===== src/rtl/min_sec_carry.sv =====
// BCD mm:ss counter behind a 1 Hz prescaler. It pulses hour_carry on each 59:59 -> 00:00 rollover
// and accepts a validated time-set load.
module min_sec_carry #(
   parameter int CLK_DIV = 50000000,
   parameter int DIV_W   = 26
) (
   input  logic       clk,
   input  logic       rst,
   input  logic       run,
   input  logic       load,
   input  logic [7:0] load_min,
   input  logic [7:0] load_sec,
   output logic [3:0] sec_1,
   output logic [3:0] sec_2,
   output logic [3:0] min_1,
   output logic [3:0] min_2,
   output logic       tick_1hz,
   output logic       hour_carry,
   output logic       load_err
);

   logic [DIV_W-1:0] div_cnt;
   logic             tick_int;
   logic             load_ok;
   logic             load_take;

   assign tick_int  = run && (div_cnt == DIV_W'(CLK_DIV - 1));
   assign load_ok   = (load_sec[7:4] <= 4'd5) && (load_sec[3:0] <= 4'd9) &&
                      (load_min[7:4] <= 4'd5) && (load_min[3:0] <= 4'd9);
   assign load_take = load && load_ok;

   // A valid load restarts the second and masks any coinciding tick; a rejected load is ignored
   always_ff @(posedge clk) begin
      if (rst) begin
         div_cnt    <= '0;
         sec_1      <= 4'd0;
         sec_2      <= 4'd0;
         min_1      <= 4'd0;
         min_2      <= 4'd0;
         tick_1hz   <= 1'b0;
         hour_carry <= 1'b0;
         load_err   <= 1'b0;
      end else begin
         tick_1hz   <= 1'b0;
         hour_carry <= 1'b0;
         load_err   <= load && !load_ok;
         if (load_take) begin
            div_cnt <= '0;
            sec_1   <= load_sec[3:0];
            sec_2   <= load_sec[7:4];
            min_1   <= load_min[3:0];
            min_2   <= load_min[7:4];
         end else if (tick_int) begin
            div_cnt  <= '0;
            tick_1hz <= 1'b1;
            if (sec_1 != 4'd9) begin
               sec_1 <= sec_1 + 4'd1;
            end else begin
               sec_1 <= 4'd0;
               if (sec_2 != 4'd5) begin
                  sec_2 <= sec_2 + 4'd1;
               end else begin
                  sec_2 <= 4'd0;
                  if (min_1 != 4'd9) begin
                     min_1 <= min_1 + 4'd1;
                  end else begin
                     min_1 <= 4'd0;
                     if (min_2 != 4'd5) begin
                        min_2 <= min_2 + 4'd1;
                     end else begin
                        min_2      <= 4'd0;
                        hour_carry <= 1'b1;
                     end
                  end
               end
            end
         end else if (run) begin
            div_cnt <= div_cnt + DIV_W'(1);
         end
      end
   end

endmodule


===== config.mk =====
export PLATFORM = sky130hd
export DESIGN_NAME = min_sec_carry
export DESIGN_NICKNAME = d
export VERILOG_FILES = /design/src/rtl/min_sec_carry.sv
export SDC_FILE = /design/constraint.sdc
export NUM_CORES = 1
export LEC_CHECK = 0
export BUFFER_PORTS_ARGS = -buffer_cell sky130_fd_sc_hd__buf_2
export CAP_MARGIN = 10
export CORE_MARGIN = 2
export CORE_UTILIZATION = 39
export DETAILED_ROUTE_END_ITERATION = 8
export PLACE_DENSITY = 0.63
export SYNTH_ARGS = -nofsm -noshare
export SYNTH_HDL_FRONTEND = slang
export SYNTH_SLANG_ARGS = --single-unit

===== constraint.sdc =====
create_clock -name clk -period 5.61 [get_ports clk]
set_input_delay 0.2805 -clock clk [delete_from_list [all_inputs] [get_ports clk]]
set_output_delay 0.2805 -clock clk [all_outputs]
set_load 0.005 [all_outputs]

==> results of run 1 <==
## power by group
group	internal, W	switching (W)	total (W)
registers	0.000324	0.00000615	0.000330
clock network	0.000111	0.000111	0.000222
logic	0.0000147	0.0000190	0.0000336
total	0.000450	0.000136	0.000586
## state kept, by name (all words and copies together), names as in the netlist
signal,cells
tick_1hz,1
sec_1,4
min_2,4
min_1,4
sec_2,4
load_err,1
div_cnt,26
hour_carry,1
## critical path, cell delays in order, from the launching register on
cell     delay, ns
dfxtp_1       0.37
ha_1          0.19
nand3_1       0.12
or4_1         0.61
or4_1         0.64
nand3_1       0.72
nor2_1        0.12
## worst max path at each step
stage / slack (ns) / start / end / depth (start not counted)
2_1_floorplan: 3.04 / div_cnt[0] / sec_1[3] / 8
3_3_place_gp: 2.73 / div_cnt[0] / div_cnt[23] / 6
3_5_place_dp: 2.64 / div_cnt[0] / div_cnt[24] / 6
4_1_cts: 2.63 / div_cnt[0] / div_cnt[12] / 6
5_1_grt: 2.40 / div_cnt[0] / div_cnt[20] / 6
6_report: 2.69 / div_cnt[0] / div_cnt[12] / 6
## cells in the mapped netlist (all sizes together), types with 4 or more instances
library cell and instances:
and4 4, and3 5, or4 4, nor2 42, or3 5, nand3 18
a21oi 9, nor3 8, inv 8, dfxtp 45, o21ai 10, xor2 15
nand2 18, xnor2 14, nand4 17, clkbuf 10, a211oi 5, mux2i 5
nor4 7, nor2b 4
## metrics by stage
step	util	hold slack, ns
after floorplan	-	0.397
after global placement	0.439	0.466
after detailed placement	0.439	0.465
after CTS	0.456	0.204
after global routing	0.456	0.197
final	0.456	0.213
## metal layers
| layer | vias to the layer above | part of all wire | track usage |
|---|---|---|---|
| met5 | - | 0 | 0 |
| li1 | 1080 | - | - |
| met1 | 942 | 0.45 | 0.214 |
| met3 | 12 | 0.065 | 0.0411 |
| met2 | 53 | 0.46 | 0.271 |
| met4 | 0 | 0.022 | 0.0746 |
## cells by family (layout without fill, tap and decap cells)
logic type / count (synthesis) / count (layout) / share of synthesized area
buffers and inverters: 22 / 56 / 0.0378
flip-flops: 45 / 45 / 0.389
AND/OR/NAND/NOR: 141 / 141 / 0.322
adder cells (fa/ha/maj): 1 / 1 / 0.00540
multiplexers: 6 / 6 / 0.0265
AO/OA/AOI/OAI: 39 / 39 / 0.109
XOR/XNOR: 29 / 29 / 0.110
## layout make-up
cell class                 instances  area, µm²
clock buffer                       7       96.3
clock inverter                     1       5.00
fill                             622       3160
inverter                           9       33.8
multi-input combinational        216       1330
sequential                        45        901
tap                               75       93.8
timing repair buffer              39        198
==> impl_metrics.yaml, run 1 <==
placed_design:
  globalplace.congestion: 0.792
  post-place-ws_ns: 2.64
  place_inst: 384
  hpwl_um: 3840
  place_area_mm2: 0.00255
  io_buffers: 38
global_routing:
  antenna_found_initial: 0
  grt_start_max_net_pins: 27
  grt_pass1_vias: 1881
  grt_util_all_layers: 0.169
  grt_overflow: 0
  grt_pass1_wl_um: 8600
clock_tree:
  cts-root-buf: "clkbuf_8"
  clkTransAtPathRegs_ns: 0.09
  holdBufCountCts: 0
  max-clock-path-buffers: 2
  cts_buffers: 5
  worst_skew_pair.late_latency_ns: 0.30
  postCtsSetupBuffers: 0
  ctsResizeCount: 0
  cts.sinks: 45
  cts_tree: "done"
  htree_num_levels: 2
worst_hold_path:
  hold_path_startpoint: "load_sec[6]"
  min_path_cells: 2
  min_path_type: "primary input to flop"
  hold_path_end: "sec_2[2]"
yosys:
  syn_nets: 304
  syn_avg_cell_area_um2: 8.18
  syn-instance-count: 283
  syn-cell-area_mm2: 0.00231
  ys_warn_count: 0
  async_flop_share: 0
  netlist.area_leader.share: 0.389
  synth-seq-cells: 45
  yosys-top-cells-area: "dfxtp_1 (39%), nor2_1 (6.8%), xor2_1 (5.7%), xnor2_1 (5.3%), nand4_1 (4.1%)"
  ys.flop_type: "dfxtp_1"
  synth_cell_types: 44
  synth-seq-area-share: 0.389
  synth-edff-count: 0
  synth_top_area_cell: "dfxtp_1"
timing:
  max_freq_mhz: 342
  tightest_slew_ns: 0.985
  setup_slack_ns: 2.69
  finalClockSkew_ns: 0.0115
  finalCritPeriodShare: 0.521
  min_period_ns: 2.92
  slew_headroom: 0.342
  finalHoldViolations: 0
  rsz0062_at_grt: "no"
  maxSlewViolCount: 0
  setup_tns_ns: 0
  setup_viol: 0
setup_path:
  r2r_end: "div_cnt[12]"
  critPathKind: "flop to flop"
  r2r_slack_ns: 2.69
  r2r_cells: 6
  cp.arrival_ns: 3.07
  rr_startpoint: "div_cnt[0]"
  required_ns: 5.75
  critPathMaxFanout: 26
  critPathCaptureType: "flop"
  start_kind: "flop"
run:
  cap_violations: 0
final_layout:
  diodes: 0
  final_common_cell: "dfxtp_1"
  final_cell_mix: "dfxtp_1 (45), nor2_1 (42), buf_2 (38), nand3_1 (18), nand2_1 (18)"
  fin_area_mm2: 0.00265
  fin_nets: 337
  instances_no_fill: 392
  syn_to_final_growth_pct: 14.6
  drive_gt1_frac: 0.174
die:
  io_pins: 39
  dieWidth_um: 81.0
  die_area_mm2: 0.00657
  initial_core_util: 0.398
  num_rows: 28
  die_y_um: 81.0
  core_area_mm2: 0.00582
route:
  antenna_left: 0
  vias_per_cell: 5.32
  dr.pass1.iters: 4
  drc: 0
  post_drt_wl_per_cell_um: 13.3
  drt_iter0_drc: 113
  num_vias: 2087
  totalWireLength_um: 5220
outcome:
  status: "finished clean"
power:
  vdd_drop_max_uv: 144
  finalPower_w: 0.000586
  powerDensity_mw_per_mm2: 221
  leakagePower_nw: 0.980
(Power assumes the default switching activity.)
==> run 2: changes to the inputs <==
Settings changed: PLACE_DENSITY 0.63 to 0.65.
Clock period 5.61 ns to 2.34 ns, I/O delays scaled along.
==> run 2 against run 1 <==
  * First-iteration DRC count increased by 27%
  * Design area up 8.6%
  * Clock power up 120%
  * Critical path depth is 1 lower
==> impl_metrics.yaml, run 2 (same netlist as run 1, synthesis figures left out) <==
setup_path:
  critPathMaxFanout: 6
  start_kind: "flop"
  required_ns: 2.57
  critPathKind: "flop to flop"
  cp.arrival_ns: 2.45
  max_stage_delay_ns: 0.55
  crit_slowest_cell: "or4_4"
  critPathCaptureType: "flop"
  critical_path_buf_inv_count: 0
  crit_chain: "nand4_1 > or4_4 > or3_4 > or4_1 > a41oi_2"
  crit_family: "simple AND/OR/NAND/NOR gates"
final_layout:
  syn_to_final_growth_pct: 24.5
  drive_gt1_frac: 0.270
  diodes: 0
  final_cell_mix: "nor2_1 (42), buf_2 (38), dfxtp_1 (35), buf_4 (20), nand2_1 (18)"
  final_common_cell: "nor2_1"
  top_register: "div_cnt"
  finalCoreUtilization: 0.496
  largest_register_ffs: 26
  fin_nets: 357
timing:
  finalHoldViolations: 0
  finalCritPeriodShare: 0.950
  setup_tns_ns: 0
  setup_viol: 0
  slew_headroom: 0.674
  finalClockSkew_ns: 0.00472
  max_freq_mhz: 450
  tightest_slew_ns: 0.485
  rsz0062_at_grt: "no"
  maxSlewViolCount: 0
  min_period_ns: 2.22
power:
  p_comb_frac: 0.068
  powerDensity_mw_per_mm2: 474
  leakagePower_nw: 1.09
  p_sw_w: 0.000338
  p_sw_frac: 0.247
  cell_internal_pwr_w: 0.00103
  seqPwrFrac: 0.578
  vdd_drop_max_uv: 301
  clkPwrFrac: 0.353
die:
  initial_core_util: 0.398
  die_y_um: 81.0
  dieWidth_um: 81.0
  die_area_mm2: 0.00657
  num_rows: 28
  io_pins: 39
  core_area_mm2: 0.00582
global_routing:
  grt_overflow: 0
  antenna_found_initial: 0
  grt_util_all_layers: 0.185
  grt_pass1_vias: 2062
  grt_pass1_wl_um: 9400
  grt_start_max_net_pins: 27
route:
  num_vias: 2223
  totalWireLength_um: 5790
  antenna_left: 0
  drt_iter0_drc: 144
  dr.pass1.iters: 4
  drc: 0
  post_drt_wl_per_cell_um: 14.0
  vias_per_cell: 5.40
clock_tree:
  postCtsSetupBuffers: 0
  htree_num_levels: 2
  clkTransAtPathRegs_ns: 0.09
  worst_skew_pair.late_latency_ns: 0.30
  cts.sinks: 45
  cts-root-buf: "clkbuf_8"
  max-clock-path-buffers: 2
  cts_buffers: 5
  cts_tree: "done"
placed_design:
  io_buffers: 38
  globalplace.congestion: 0.887
  hpwl_um: 4310
outcome:
  status: "finished clean"
worst_hold_path:
  min_path_type: "primary input to flop"
run:
  cap_violations: 0
-- run 2: final timing paths --
check              start           to  slack (ns)  cells after the start
max          div_cnt[23]     min_1[1]        0.12                      5
min                 load     load_err        0.07                      2
max reg2reg  div_cnt[23]     min_1[1]        0.12                      5
min reg2reg  div_cnt[25]  div_cnt[25]        0.52                      2
-- run 2: per-stage QoR --
stage | setup WS, ns | instance area [µm²] | instances | hold WS (ns) | total power [W]
3_5_place_dp | 0.0295 | 2770 | 404 | 0.381 | 0.000901
4_1_cts | 0.00785 | 2860 | 412 | 0.0646 | 0.00138
5_1_grt | 0.0303 | 2880 | 412 | 0.0806 | 0.00143
2_1_floorplan | 0.00933 | 2380 | 283 | 0.234 | 0.000854
6_report | 0.118 | 2880 | 412 | 0.0709 | 0.00137
3_3_place_gp | 0.118 | 2770 | 404 | 0.377 | 0.000899
-- run 2: per-layer routing --
| metal | vias to the layer above | GRT usage | wire, µm |
|---|---|---|---|
| met4 | 0 | 0.0695 | 116 |
| met1 | 1028 | 0.224 | 2600 |
| met2 | 56 | 0.324 | 2760 |
| li1 | 1127 | - | - |
| met3 | 12 | 0.0367 | 310 |
| met5 | - | 0 | 0 |
-- run 2: power by group through the flow --
stage                     combinational (W)  clock, W  sequential [W]
after detailed placement          0.0000920         0        0.000809
final                             0.0000934  0.000483        0.000791
after floorplan                   0.0000498         0        0.000804
after global routing               0.000103  0.000536        0.000793
after CTS                         0.0000926  0.000500        0.000791
after global placement            0.0000906         0        0.000809
-- run 2: final cells by class --
type / instances / area, µm²
Fill cell: 591 / 2930
Multi-Input combinational cell: 216 / 1390
Sequential cell: 45 / 916
Timing Repair Buffer: 59 / 360
Tap cell: 75 / 93.8
Clock buffer: 6 / 72.6
Inverter: 9 / 33.8
Clock inverter: 2 / 15.0
-- run 2: what timing repair did --
| item | 4_1_cts | 5_1_grt |
|---|---|---|
| setup endpoints to repair | 0 | 4 |
| resized for setup | 0 | 5 |
| hold buffers | 0 | 0 |
